### src/rtl/xaui_pkg.sv
// Shared XAUI definitions: lane/byte counts and the link sequencer state encoding.
package xaui_pkg;

  localparam int XAUI_LANES = 4;
  localparam int XAUI_BYTES = 8;

  typedef enum logic [2:0] {
    ST_IDLE      = 3'd0,
    ST_RST       = 3'd1,
    ST_WAIT_LOCK = 3'd2,
    ST_ALIGN     = 3'd3,
    ST_BOND      = 3'd4,
    ST_UP        = 3'd5
  } seq_state_t;

endpackage

### src/rtl/xaui_link_sequencer_if.sv
// Control, MGT status/control and statistics bundle between a port owner (master) and its link sequencer (slave).
interface xaui_link_sequencer_if;
  import xaui_pkg::*;

  logic                    enable;
  logic                    clr_counts;
  logic [XAUI_LANES-1:0]   mgt_rxlock;
  logic [XAUI_LANES-1:0]   mgt_syncok;
  logic [XAUI_BYTES-1:0]   mgt_codevalid;
  logic [XAUI_LANES-1:0]   mgt_rxbufferr;
  logic [XAUI_LANES-1:0]   mgt_tx_reset;
  logic [XAUI_LANES-1:0]   mgt_rx_reset;
  logic [XAUI_LANES-1:0]   mgt_enable_align;
  logic                    mgt_enchansync;
  logic                    link_up;
  logic [2:0]              seq_state;
  logic [7:0]              retry_count;
  logic [15:0]             err_count;

  modport master (
    output enable, clr_counts, mgt_rxlock, mgt_syncok, mgt_codevalid, mgt_rxbufferr,
    input  mgt_tx_reset, mgt_rx_reset, mgt_enable_align, mgt_enchansync,
           link_up, seq_state, retry_count, err_count
  );

  modport slave (
    input  enable, clr_counts, mgt_rxlock, mgt_syncok, mgt_codevalid, mgt_rxbufferr,
    output mgt_tx_reset, mgt_rx_reset, mgt_enable_align, mgt_enchansync,
           link_up, seq_state, retry_count, err_count
  );

endinterface

### src/rtl/xaui_seq_timer.sv
// Single per-state cycle timer: cleared on state entry, counts up to limit-1 and holds there (never wraps).
module xaui_seq_timer #(
  parameter int W = 13
) (
  input  logic         clk,
  input  logic         rst,
  input  logic         clear,
  input  logic [W-1:0] limit,
  output logic         done
);

  logic [W-1:0] count_q, count_d;

  // done marks the last cycle of a limit-cycle dwell
  assign done = (count_q == limit - W'(1));

  always_comb begin
    count_d = count_q;
    if (clear)      count_d = '0;
    else if (!done) count_d = count_q + W'(1);
  end

  always_ff @(posedge clk or posedge rst) begin
    if (rst) count_q <= '0;
    else     count_q <= count_d;
  end

endmodule

### src/rtl/xaui_link_sequencer.sv
// XAUI port bring-up/supervision FSM with retry/error statistics.
// Statistics counters exist only when XAUI_LINK_SEQ_STATS_EN is defined; otherwise they read 0.
module xaui_link_sequencer
  import xaui_pkg::*;
#(
  parameter int RESET_CYCLES = 64,
  parameter int LOCK_TIMEOUT = 4096,
  parameter int SYNC_TIMEOUT = 4096,
  parameter int BOND_CYCLES  = 256,
  parameter int ERR_THRESH   = 16
) (
  input  logic                 mgt_clk,
  input  logic                 reset,
  xaui_link_sequencer_if.slave bus
);

  localparam int TMAX01 = (RESET_CYCLES > LOCK_TIMEOUT) ? RESET_CYCLES : LOCK_TIMEOUT;
  localparam int TMAX23 = (SYNC_TIMEOUT > BOND_CYCLES) ? SYNC_TIMEOUT : BOND_CYCLES;
  localparam int TMAX   = (TMAX01 > TMAX23) ? TMAX01 : TMAX23;
  localparam int TW     = $clog2(TMAX + 1);
  localparam int CW     = $clog2(ERR_THRESH + 1);

  seq_state_t          state_q, state_d;
  logic [TW-1:0]       limit;
  logic                timer_done;
  logic                retry_inc;
  logic                err_cycle, up_err, consec_hit;
  logic [CW-1:0]       consec_q, consec_d;
  logic [3:0]          tx_reset_q, rx_reset_q, align_q;
  logic                chansync_q, link_up_q;

  assign err_cycle  = (bus.mgt_codevalid != 8'hFF) || (|bus.mgt_rxbufferr);
  assign up_err     = (state_q == ST_UP) && err_cycle;
  assign consec_hit = up_err && ((int'(consec_q) + 1) >= ERR_THRESH);

  always_comb begin
    state_d   = state_q;
    retry_inc = 1'b0;
    limit     = TW'(RESET_CYCLES);
    case (state_q)
      ST_IDLE: if (bus.enable) state_d = ST_RST;
      ST_RST: begin
        limit = TW'(RESET_CYCLES);
        if (timer_done) state_d = ST_WAIT_LOCK;
      end
      ST_WAIT_LOCK: begin
        limit = TW'(LOCK_TIMEOUT);
        if (bus.mgt_rxlock == 4'hF) state_d = ST_ALIGN;
        else if (timer_done) begin
          state_d   = ST_RST;
          retry_inc = 1'b1;
        end
      end
      ST_ALIGN: begin
        limit = TW'(SYNC_TIMEOUT);
        if (bus.mgt_syncok == 4'hF) state_d = ST_BOND;
        else if (timer_done) begin
          state_d   = ST_RST;
          retry_inc = 1'b1;
        end
      end
      ST_BOND: begin
        limit = TW'(BOND_CYCLES);
        if (timer_done) begin
          if (bus.mgt_syncok == 4'hF) state_d = ST_UP;
          else begin
            state_d   = ST_RST;
            retry_inc = 1'b1;
          end
        end
      end
      ST_UP: begin
        if (bus.mgt_rxlock != 4'hF || consec_hit) begin
          state_d   = ST_RST;
          retry_inc = 1'b1;
        end
      end
      default: state_d = ST_IDLE;
    endcase
    // Dropping enable overrides everything and is not a retry
    if (!bus.enable) begin
      state_d   = ST_IDLE;
      retry_inc = 1'b0;
    end
  end

  always_comb begin
    consec_d = '0;
    if (up_err && state_d == ST_UP) consec_d = consec_q + CW'(1);
  end

  xaui_seq_timer #(.W(TW)) u_timer (
    .clk   (mgt_clk),
    .rst   (reset),
    .clear (state_d != state_q),
    .limit (limit),
    .done  (timer_done)
  );

  // Outputs are registered from the next state so they track seq_state exactly
  always_ff @(posedge mgt_clk or posedge reset) begin
    if (reset) begin
      state_q    <= ST_IDLE;
      consec_q   <= '0;
      tx_reset_q <= 4'hF;
      rx_reset_q <= 4'hF;
      align_q    <= 4'h0;
      chansync_q <= 1'b0;
      link_up_q  <= 1'b0;
    end else begin
      state_q    <= state_d;
      consec_q   <= consec_d;
      tx_reset_q <= (state_d == ST_IDLE || state_d == ST_RST) ? 4'hF : 4'h0;
      rx_reset_q <= (state_d == ST_IDLE || state_d == ST_RST) ? 4'hF : 4'h0;
      align_q    <= (state_d == ST_ALIGN || state_d == ST_BOND || state_d == ST_UP) ? 4'hF : 4'h0;
      chansync_q <= (state_d == ST_BOND || state_d == ST_UP);
      link_up_q  <= (state_d == ST_UP);
    end
  end

`ifdef XAUI_LINK_SEQ_STATS_EN
  logic [7:0]  retry_q;
  logic [15:0] err_q;

  // Clear wins over a same-cycle increment; both counters saturate
  always_ff @(posedge mgt_clk or posedge reset) begin
    if (reset) begin
      retry_q <= '0;
      err_q   <= '0;
    end else if (bus.clr_counts) begin
      retry_q <= '0;
      err_q   <= '0;
    end else begin
      if (retry_inc && retry_q != 8'hFF) retry_q <= retry_q + 8'd1;
      if (up_err && err_q != 16'hFFFF)   err_q   <= err_q + 16'd1;
    end
  end

  assign bus.retry_count = retry_q;
  assign bus.err_count   = err_q;
`else
  assign bus.retry_count = 8'h00;
  assign bus.err_count   = 16'h0000;
`endif

  assign bus.seq_state        = state_q;
  assign bus.mgt_tx_reset     = tx_reset_q;
  assign bus.mgt_rx_reset     = rx_reset_q;
  assign bus.mgt_enable_align = align_q;
  assign bus.mgt_enchansync   = chansync_q;
  assign bus.link_up          = link_up_q;

endmodule
### src/flat_wrapper.sv
// flat-port wrapper written by rule: the top's interface ports become plain ports
module xaui_link_sequencer_flat import xaui_pkg::*;
#(
  parameter int RESET_CYCLES = 64,
  parameter int LOCK_TIMEOUT = 4096,
  parameter int SYNC_TIMEOUT = 4096,
  parameter int BOND_CYCLES  = 256,
  parameter int ERR_THRESH   = 16
)
  (mgt_clk, reset, bus_enable, bus_clr_counts, bus_mgt_rxlock, bus_mgt_syncok, bus_mgt_codevalid, bus_mgt_rxbufferr, bus_mgt_tx_reset, bus_mgt_rx_reset, bus_mgt_enable_align, bus_mgt_enchansync, bus_link_up, bus_seq_state, bus_retry_count, bus_err_count);
  xaui_link_sequencer_if bus_i ();
  input  logic mgt_clk;
  input  logic reset;
  input wire logic [$bits(bus_i.enable)-1:0] bus_enable;
  input wire logic [$bits(bus_i.clr_counts)-1:0] bus_clr_counts;
  input wire logic [$bits(bus_i.mgt_rxlock)-1:0] bus_mgt_rxlock;
  input wire logic [$bits(bus_i.mgt_syncok)-1:0] bus_mgt_syncok;
  input wire logic [$bits(bus_i.mgt_codevalid)-1:0] bus_mgt_codevalid;
  input wire logic [$bits(bus_i.mgt_rxbufferr)-1:0] bus_mgt_rxbufferr;
  output wire logic [$bits(bus_i.mgt_tx_reset)-1:0] bus_mgt_tx_reset;
  output wire logic [$bits(bus_i.mgt_rx_reset)-1:0] bus_mgt_rx_reset;
  output wire logic [$bits(bus_i.mgt_enable_align)-1:0] bus_mgt_enable_align;
  output wire logic [$bits(bus_i.mgt_enchansync)-1:0] bus_mgt_enchansync;
  output wire logic [$bits(bus_i.link_up)-1:0] bus_link_up;
  output wire logic [$bits(bus_i.seq_state)-1:0] bus_seq_state;
  output wire logic [$bits(bus_i.retry_count)-1:0] bus_retry_count;
  output wire logic [$bits(bus_i.err_count)-1:0] bus_err_count;
  assign bus_i.enable = bus_enable;
  assign bus_i.clr_counts = bus_clr_counts;
  assign bus_i.mgt_rxlock = bus_mgt_rxlock;
  assign bus_i.mgt_syncok = bus_mgt_syncok;
  assign bus_i.mgt_codevalid = bus_mgt_codevalid;
  assign bus_i.mgt_rxbufferr = bus_mgt_rxbufferr;
  assign bus_mgt_tx_reset = bus_i.mgt_tx_reset;
  assign bus_mgt_rx_reset = bus_i.mgt_rx_reset;
  assign bus_mgt_enable_align = bus_i.mgt_enable_align;
  assign bus_mgt_enchansync = bus_i.mgt_enchansync;
  assign bus_link_up = bus_i.link_up;
  assign bus_seq_state = bus_i.seq_state;
  assign bus_retry_count = bus_i.retry_count;
  assign bus_err_count = bus_i.err_count;
  xaui_link_sequencer #(.RESET_CYCLES(RESET_CYCLES), .LOCK_TIMEOUT(LOCK_TIMEOUT), .SYNC_TIMEOUT(SYNC_TIMEOUT), .BOND_CYCLES(BOND_CYCLES), .ERR_THRESH(ERR_THRESH)) u_core (.mgt_clk(mgt_clk), .reset(reset), .bus(bus_i));
endmodule
### config.mk
export PLATFORM = sky130hd
export DESIGN_NAME = xaui_link_sequencer_flat
export DESIGN_NICKNAME = d
export VERILOG_FILES = /design/src/rtl/xaui_pkg.sv /design/src/rtl/xaui_link_sequencer_if.sv /design/src/rtl/xaui_seq_timer.sv /design/src/rtl/xaui_link_sequencer.sv /design/src/flat_wrapper.sv
export SDC_FILE = /design/constraint.sdc
export NUM_CORES = 1
export LEC_CHECK = 0
export ABC_AREA = 1
export BUFFER_PORTS_ARGS = -buffer_cell sky130_fd_sc_hd__buf_2
export CAP_MARGIN = 20
export CORE_ASPECT_RATIO = 0.6
export CORE_MARGIN = 3
export CORE_UTILIZATION = 53
export DETAILED_ROUTE_END_ITERATION = 7
export GPL_TIMING_DRIVEN = 0
export PLACE_DENSITY_LB_ADDON = 0.3
export SYNTH_ARGS = -nofsm -noshare
export SYNTH_HDL_FRONTEND = slang
export SYNTH_SLANG_ARGS = --single-unit
### constraint.sdc
create_clock -name mgt_clk -period 3.7 [get_ports mgt_clk]
set_input_delay 0.185 -clock mgt_clk [delete_from_list [all_inputs] [get_ports mgt_clk]]
set_output_delay 0.185 -clock mgt_clk [all_outputs]
set_load 0.05 [all_outputs]
-- Word level (Yosys, flattened, before mapping)
Index checks and enable logic that the tools add are counted.
- flip-flop bits (word level): 31
- input bits: 24
- output and inout bits: 41
- word-level logic and storage cells: 56
- $add $sub $neg: 4
- $lt $le $gt $ge: 1
- equality and inequality tests: 16
- mux-type cells: 15
- reductions and logical operators: 13
- operator list (operator ; count):
    >= comparator 32 x 6 -> 1 bit (second input constant) ; 1
    2-to-1 mux 13 bit ; 2
    one-hot mux 13 bit (2 select lines) ; 1
    2-to-1 mux 3 bit ; 8
    one-hot mux 3 bit (6 select lines) ; 1
    adder 13 x 1 -> 13 bit (second input constant) ; 1
    == test 13 bit ; 1
    subtractor 13 x 1 -> 13 bit (second input constant) ; 1
    == test 3 bit (second input constant) ; 4
    == test 3 x 2 -> 1 bit (second input constant) ; 3
    == test 4 bit (second input constant) ; 2
    2-to-1 mux 4 bit ; 2
    != test 8 bit (second input constant) ; 1
    adder 5 x 1 -> 6 bit (second input constant) ; 1
    == test 3 x 1 -> 1 bit (second input constant) ; 2
    zero test 3 bit ; 2
    logical OR 1 bit ; 6
    adder 5 x 1 -> 5 bit (second input constant) ; 1
    2-to-1 mux 5 bit ; 1
    != test 4 bit (second input constant) ; 1
    OR reduction 4 bit ; 1
    logical AND 1 bit ; 3
    != test 3 bit ; 1
    != test 2 bit (second input constant) ; 1
    OR reduction 2 bit ; 1

-- Depth between registers and ports, before layout
Gate-level depths: netlist of run 1.
- word-level depth: 13
- gate-level depth with buffers: 16
- gate-level depth less buffers: 15

-- Cells and area by module
Synthesis of run 1 repeated with hierarchy kept, for this count alone.
- cells, all modules: 385
- area, all modules: 2546.2 um2
- by module, submodules not included (module ; times used ; cells an instance ; area each (um2) ; seq. area each (um2)):
    xaui_seq_timer ; 1 ; 247 ; 1542.7 ; 325.3
    xaui_link_sequencer ; 1 ; 138 ; 1003.5 ; 301.5

-- Worst setup path after synthesis of run 1
No wires, ideal clock.
- kind: register to register
- start: reg u_core.state_q[1] (netlist: u_core.bus.seq_state[1])
- end: reg u_core.u_timer.count_q[7]
- setup time: 0.122 ns
- arrival time: 1.900 ns
- data required time: 3.578 ns
- path slack: 1.677 ns
- cell stages (with the launch flop): 14
- path buffers: 1
- clock period less this slack: 2.023 ns
- cell sequence: dfrtp_1 -> nor2_2 -> nand2_2 -> nand2_2 -> nand2_2 -> nand2_4 -> nand3_4 -> a21oi_2 -> nand2_2 -> nand3_1 -> nand2_2 -> nand3_4 -> buf_6 -> nor2_2
- word-level cells in the longest chain between the ends: 11
- elaborated cells between the ends (all ways): 24
- classes of those cells: add/sub (1); eq/ne (8); mux (10); reduce/logical (5)
- RTL lines (item ; line ; text):
    start, declared ; xaui_link_sequencer.sv:23 ; seq_state_t state_q, state_d;
    start signal, assigned ; xaui_link_sequencer.sv:111 ; state_q <= state_d;
    == test 3 x 2 -> 1 bit ; - ;
    OR reduction 2 bit (no line) ; - ;
    one-hot mux 13 bit (2 select lines) ; xaui_link_sequencer.sv:40 ; case (state_q)
    subtractor 13 x 1 -> 13 bit ; xaui_seq_timer.sv:15 ; assign done = (count_q == limit - W'(1));
    == test 13 bit ; xaui_seq_timer.sv:15 ;
    2-to-1 mux 3 bit ; xaui_link_sequencer.sv:49, xaui_link_sequencer.sv:57 ;
    2-to-1 mux 3 bit (on tied branches) ; xaui_link_sequencer.sv:56, xaui_link_sequencer.sv:48 ;
    one-hot mux 3 bit (6 select lines) ; xaui_link_sequencer.sv:40 ;
    2-to-1 mux 3 bit ; xaui_link_sequencer.sv:81 ; if (!bus.enable) begin
    != test 3 bit ; xaui_link_sequencer.sv:95 ; .clear (state_d != state_q),
    != test 2 bit (no line) / 2-to-1 mux 13 bit (equally long branches) ; - ;
    end signal, assigned ; xaui_seq_timer.sv:25 ; else count_q <= count_d;
    end, declared ; xaui_seq_timer.sv:12 ; logic [W-1:0] count_q, count_d;
Parallel ways exist; a longest one is shown, timed or not.
A chain may end at the register's enable or synchronous reset.

-- Worst setup path in the final report of run 1
- start: reg u_core.u_timer.count_q[0]
- end: reg u_core.u_timer.count_q[12]
- word-level cells in the longest chain between the ends: 7
- elaborated cells between the ends (all ways): 13
- classes of those cells: add/sub (1); eq/ne (3); mux (9)
- RTL lines (item ; line):
    == test 13 bit ; xaui_seq_timer.sv:15
    2-to-1 mux 3 bit ; xaui_link_sequencer.sv:49, xaui_link_sequencer.sv:57
    2-to-1 mux 3 bit (on tied branches) ; xaui_link_sequencer.sv:56, xaui_link_sequencer.sv:48
    one-hot mux 3 bit (6 select lines) ; xaui_link_sequencer.sv:40
    2-to-1 mux 3 bit ; xaui_link_sequencer.sv:81
    != test 3 bit ; xaui_link_sequencer.sv:95
    != test 2 bit (no line) / 2-to-1 mux 13 bit (equally long branches) ; -
Parallel ways exist; a longest one is shown, timed or not. The select of a mux whose other input is x is not followed.

==> flow_summary.ini, run 1 <==
[global_route]
overflow = 0
grt_pass1_vias = 1315
grt_max_degree = 26
grt_util_all_layers = 0.176
antenna_found_initial = 0
grt_pass1_wl_um = 5620

[worst_setup_path]
crit_fanout = 10
cp_common_cell = nand2_2
timing.reg2reg.setup_slack_ns = 1.59
path_class = reg -> reg
worst-path-buf-inv = 1
cp.depth = 14
cp-start-kind = register
crit_slowest_cell = dfrtp_1
cp-end-kind = register
cpPeakStageDelay_ns = 0.36
path_cells = ha_1 > nand2_1 > nor2_1 > nand2_1 > nor2_4 > nand3_4 > a21oi_2 > nand2_2 > nand2_2 > nand2_2 > nand2_2 > nand3_4 > buf_6 > nor2_2
critPathRequiredTime_ns = 3.91
cp_top_family = simple AND/OR/NAND/NOR gates
timing.rr.start = u_core.u_timer.count_q[0]$_DFFE_PP0P_
arrival_ns = 2.32
crit_start = u_core.u_timer.count_q[0]$_DFFE_PP0P_
rr_worst_depth = 14

[floorplan]
start_util = 0.586
die_height_um = 50.9
io_pins = 65
fp-row-count = 15
die_area_sq_um = 4120
core_sq_um = 3040
chipWidth_um = 80.9

[yosys]
yosysWarnings = 0
syn_avg_cell_area_sq_um = 7.71
synthCells = 231
seq_area_frac_synth = 0.352
synth_edf_count = 0
syn_area_sq_um = 1780
ys_types = 31
ys.flop_type = dfrtp_1
ys_async_sr_fraction = 1.00
synth-seq-cells = 25

[outcome]
outcome = completed

[power]
power.share.clock = 0.275
p_comb_frac = 0.247
peakVddDrop_v = 0.000198
powerDensity_nw_per_um2 = 275
intPower_w = 0.000402
power.leakage_nw = 1.19
p_sw_frac = 0.325
seqPwrFrac = 0.479
switching_power_w = 0.000194

[cts]
clk_pin_slew_worst_paths_ns = 0.09
clkSinkCount = 25
cts_max_level = 1
post_cts_buffers = 0
cts_max_path_buffers = 2
root_buffer = clkbuf_8
cts_made_buffers = 3
holdBufCountCts = 0
cts_tree = done
post_cts_resized = 0
clk_latency_ns = 0.27

[routing]
routedWlPerCell_um = 10.2
drtIter0Drc = 80
first_pass_iters = 4
postRouteAntennaNets = 0
via_count = 1487
vias_per_cell = 4.37
drc = 0
drt_wl_total_um = 3460

[timing]
tns_ns = 0
drv_slew = 0
setup_violations = 0
finalHoldViolCount = 0
fmax_mhz = 474
tightest_slew_ns = 0.933
skew_ns = 0.00188
rsz0062_at_grt = false
min_period_ns = 2.11
slew_headroom = 0.377
period_share = 0.570

[layout]
final_common_cell = nand2_1
num_antenna_cells = 0
drive_above_1_share = 0.372
fill_cells = 247
fin_nets = 325
final_cell_mix = nand2_1, buf_2, buf_4, inv_1, conb_1
final_cells = 340
syn2layout_area_growth_pct = 21.7

[flow_run]
maxCapViolCount = 0

[placed_design]
gp_congestion = 0.925
io_buffers = 39
post-dp-hpwl_um = 2870
placed_cells_incl_taps = 336

[worst_hold_path]
hold_class = in -> async
-- cells in the mapped netlist (2+ instances only) --
cell      instances  area, sq um
nand2_1          44          165
buf_4            34          255
inv_1            27          101
dfrtp_1          24          601
nor2_1           20         75.1
nand3_1          14         70.1
nand2_2          11         68.8
nor2_2           11         68.8
xor2_1           10         87.6
nor3_1            5         25.0
a21oi_1           4         20.0
o21ai_0           4         20.0
ha_1              2         25.0
inv_2             2         7.51
nand3_4           2         35.0
nand3b_1          2         15.0
-- metrics by stage --
stage | hold slack (ns) | total power [W] | setup slack (ns) | area, sq um | utilization
after global routing | 0.185 | 0.000629 | 1.38 | 2170 | 0.713
after CTS | 0.139 | 0.000603 | 1.58 | 2170 | 0.713
final | 0.109 | 0.000596 | 1.59 | 2170 | 0.713
after floorplan | 0.212 | 0.000413 | 1.68 | 1870 | -
after detailed placement | 0.441 | 0.000437 | 1.63 | 2120 | 0.697
after global placement | 0.439 | 0.000434 | 1.70 | 2120 | 0.697
-- power groups by stage --
stage               Sequential (W)  Combinational (W)  Clock, W
finish                    0.000285           0.000147  0.000164
floorplan                 0.000292           0.000120         0
global route              0.000287           0.000160  0.000182
detailed placement        0.000291           0.000146         0
global placement          0.000290           0.000144         0
CTS                       0.000285           0.000147  0.000171
-- flip-flops by register name, summed over array words and instances, names as in the netlist --
| name | count |
|---|---|
| u_core.u_timer.count_q | 13 |
| u_core.bus.mgt_enable_align | 1 |
| u_core.bus.mgt_tx_reset | 1 |
| u_core.bus.mgt_enchansync | 1 |
| u_core.consec_q | 5 |
| u_core.bus.seq_state | 3 |
| u_core.bus.link_up | 1 |
-- cell families (layout without fill, tap and decap cells) --
| kind of cell | after synthesis | in the layout | share of synthesized area |
|---|---|---|---|
| xor+xnor | 10 | 10 | 0.0492 |
| buf+inv | 65 | 108 | 0.213 |
| flops | 25 | 25 | 0.352 |
| simple gates | 115 | 115 | 0.324 |
| fa+ha+maj | 2 | 2 | 0.0140 |
| other cells | 1 | 25 | 0.00210 |
| compound gates | 13 | 13 | 0.0457 |
-- area by class of cell --
cell class                      instances  area, sq um  area share
Buffer                                 35          267       0.123
Clock buffer                            3         41.3      0.0190
Clock inverter                          1         7.51     0.00346
Inverter                               30          113      0.0519
Multi-Input combinational cell        165          866       0.399
Sequential cell                        25          627       0.289
Tap cell                               42         52.6      0.0242
Timing Repair Buffer                   39          195      0.0900
-- per-layer routing --
metal / wire, um / up-vias / track usage
li1: - / 790 / -
met1: 1720 / 644 / 0.259
met2: 1420 / 51 / 0.270
met3: 306 / 2 / 0.0370
met4: 8 / 0 / 0.0253
met5: 0 / - / 0
-- path summary, 6_finish.rpt --
check	end
worst max register to register	u_core.u_timer.count_q[12]$_DFFE_PP0P_
worst max-delay path	u_core.u_timer.count_q[12]$_DFFE_PP0P_
worst min register to register	u_core.consec_q[0]$_DFF_PP0_
min in group mgt_clk	u_core.bus.seq_state[0]$_DFF_PP0_
max in group asynchronous	u_core.bus.seq_state[1]$_DFF_PP0_
worst min-delay path	u_core.consec_q[0]$_DFF_PP0_
(Power assumes the default switching activity.)
==> run 2: changes to the inputs <==
- ABC_AREA: 1 -> 0
- CORE_UTILIZATION: 53 -> 44
- clock period: 3.7 -> 1.7 ns (I/O delays scaled with it)
==> flow_summary.ini, run 2 <==
[routing]
first_pass_iters = 4
vias_per_cell = 4.80
drc = 0
drtIter0Drc = 111
drt_wl_total_um = 4070
postRouteAntennaNets = 0
via_count = 1525
routedWlPerCell_um = 12.8

[floorplan]
io_pins = 65
die_height_um = 54.6
fp-row-count = 16
chipWidth_um = 86.9
die_area_sq_um = 4740
core_sq_um = 3500
start_util = 0.494

[timing]
tightest_slew_ns = 0.945
fmax_mhz = 462
timing.final.ws_setup_ns = -0.464
slew_headroom = 0.369
rsz0062_at_grt = true
min_period_ns = 2.16
setup_violations = 20
period_share = 1.27
skew_ns = 0.00284
finalHoldViolCount = 0
drv_slew = 0

[flow_run]
maxCapViolCount = 0

[worst_setup_path]
path_cells = or4_4 > mux2i_2 > o211a_1 > buf_6 > a21oi_4 > o221ai_4 > buf_6 > nor2_2
cp_top_family = simple AND/OR/NAND/NOR gates
crit_fanout = 6
crit_slowest_cell = or4_4
arrival_ns = 2.33
cp-end-kind = register
cp_common_cell = buf_6
critPathRequiredTime_ns = 1.87
cp-start-kind = register
path_class = reg -> reg
worst-path-buf-inv = 2
cpPeakStageDelay_ns = 0.51

[power]
peakVddDrop_v = 0.000425
power.share.clock = 0.260
switching_power_w = 0.000468
power.leakage_nw = 1.10
intPower_w = 0.000930
p_sw_frac = 0.335
seqPwrFrac = 0.469
p_comb_frac = 0.271
powerDensity_nw_per_um2 = 595

[yosys]
synthCells = 193
yosysWarnings = 0
ys_async_sr_fraction = 1.00
seq_area_frac_synth = 0.363
synth_top_area_frac = 0.347
ys_types = 43
synthTopCellsByCount = buf_4, dfrtp_1, nor2_1, nor3_1, xnor2_1
synth-seq-cells = 25
syn_avg_cell_area_sq_um = 8.96
ys.flop_type = dfrtp_1
synth_area_leaders = dfrtp_1, buf_4, xnor2_1
syn_area_sq_um = 1730
yosysMostFrequentCell = buf_4
synth_top_cell_by_area = dfrtp_1
synth_edf_count = 0

[layout]
final_common_cell = buf_4
fin_nets = 300
num_antenna_cells = 0
syn2layout_area_growth_pct = 36.0
largest_reg_flops = 13
fin_area_sq_um = 2350
drive_above_1_share = 0.484
regMostFlops = u_core.u_timer.count_q
final_cell_mix = buf_4, buf_2, conb_1, dfrtp_1, nor2_1
fin_util = 0.671

[cts]
cts_tree = done
cts_max_level = 1
clk_latency_ns = 0.27
cts_max_path_buffers = 2
clk_pin_slew_worst_paths_ns = 0.09
clkSinkCount = 25
root_buffer = clkbuf_8
cts_made_buffers = 3

[placed_design]
io_buffers = 39
gp_congestion = 0.790
place_area_sq_um = 2080
post-dp-hpwl_um = 2770

[outcome]
violations = negative setup slack
outcome = finished with violations

[global_route]
overflow = 0
grt_util_all_layers = 0.170
antenna_found_initial = 0
grt_max_degree = 26
grt_pass1_vias = 1331
grt_pass1_wl_um = 6140

[worst_hold_path]
hold_class = in -> async
run 2: cell types whose count changed in the layout (fill, tap and decap cells not counted), moves of 6 or more:
cell,change
nand2_1,-34
inv_1,-21
xnor2_1,+12
buf_4,+11
nand2_2,-11
xor2_1,-9
nor2_1,-7
nand3_1,-6
nand4_1,+6
run 2: worst paths after layout:
path / slack, ns / cells after the start / endpoint / start
setup / recovery: -0.46 / 8 / u_core.u_timer.count_q[8]$_DFFE_PP0P_ / u_core.u_timer.count_q[8]$_DFFE_PP0P_
hold / removal: 0.01 / 2 / u_core.bus.link_up$_DFF_PP0_ / reset
setup reg to reg: -0.46 / 8 / u_core.u_timer.count_q[8]$_DFFE_PP0P_ / u_core.u_timer.count_q[8]$_DFFE_PP0P_
hold reg to reg: 0.48 / 1 / u_core.consec_q[0]$_DFF_PP0_ / u_core.consec_q[0]$_DFF_PP0_
max in group asynchronous: 1.05 / 2 / u_core.bus.seq_state[2]$_DFF_PP0_ / reset
min in group mgt_clk: 0.31 / 4 / u_core.bus.seq_state[0]$_DFF_PP0_ / bus_enable
run 2: power groups by stage:
stage,clock (W),sequential [W],combinational [W]
2_1_floorplan,0,0.000666,0.000270
3_5_place_dp,0,0.000669,0.000324
6_report,0.000363,0.000656,0.000379
5_1_grt,0.000390,0.000661,0.000409
3_3_place_gp,0,0.000667,0.000320
4_1_cts,0.000369,0.000657,0.000337
run 2: repair_timing:
action	CTS	global route
pin swaps	11	20
cloned	1	0
hold endpoints to repair	0	0
endpoints found under the setup margin	20	24
hold buffers	0	0
resized for setup	8	23
setup buffers	9	3
run 2: area by class of cell:
cell class,instances,area (sq um)
buffer,41,309
clock buffer,4,45.0
fill,285,1150
inverter,6,22.5
multi-input combinational,145,981
sequential,25,633
tap,45,56.3
timing repair buffer,52,304
run 2: stage by stage:
stage	total power, W	setup WS [ns]	hold slack, ns	setup TNS [ns]	std cells
floorplan	0.000937	-0.406	0.111	-6.41	217
finish	0.00140	-0.464	0.0113	-8.25	318
global route	0.00146	-0.532	0.0928	-10.00	318
detailed placement	0.000993	-0.580	0.347	-9.97	301
CTS	0.00136	-0.464	0.0514	-7.42	315
global placement	0.000987	-0.534	0.342	-9.12	301
run 2: cell families (layout without fill, tap and decap cells):
family / Yosys count / in the layout / share of synthesized area
AND/OR/NAND/NOR: 79 / 79 / 0.243
multiplexers: 3 / 3 / 0.0174
other: 1 / 25 / 0.00217
AO/OA/AOI/OAI: 23 / 23 / 0.105
buffers and inverters: 47 / 103 / 0.190
XOR/XNOR: 13 / 13 / 0.0658
adder cells (fa/ha/maj): 2 / 2 / 0.0145
flip-flops: 25 / 25 / 0.363
run 2: per-layer routing:
| layer | global-route usage | wire length (um) | up-vias | share of wire |
|---|---|---|---|---|
| met2 | 0.258 | 1730 | 74 | 0.43 |
| met4 | 0.0389 | 32 | 0 | 0.0079 |
| li1 | - | - | 768 | - |
| met3 | 0.0376 | 404 | 4 | 0.099 |
| met1 | 0.247 | 1900 | 679 | 0.47 |
| met5 | 0 | 0 | - | 0 |
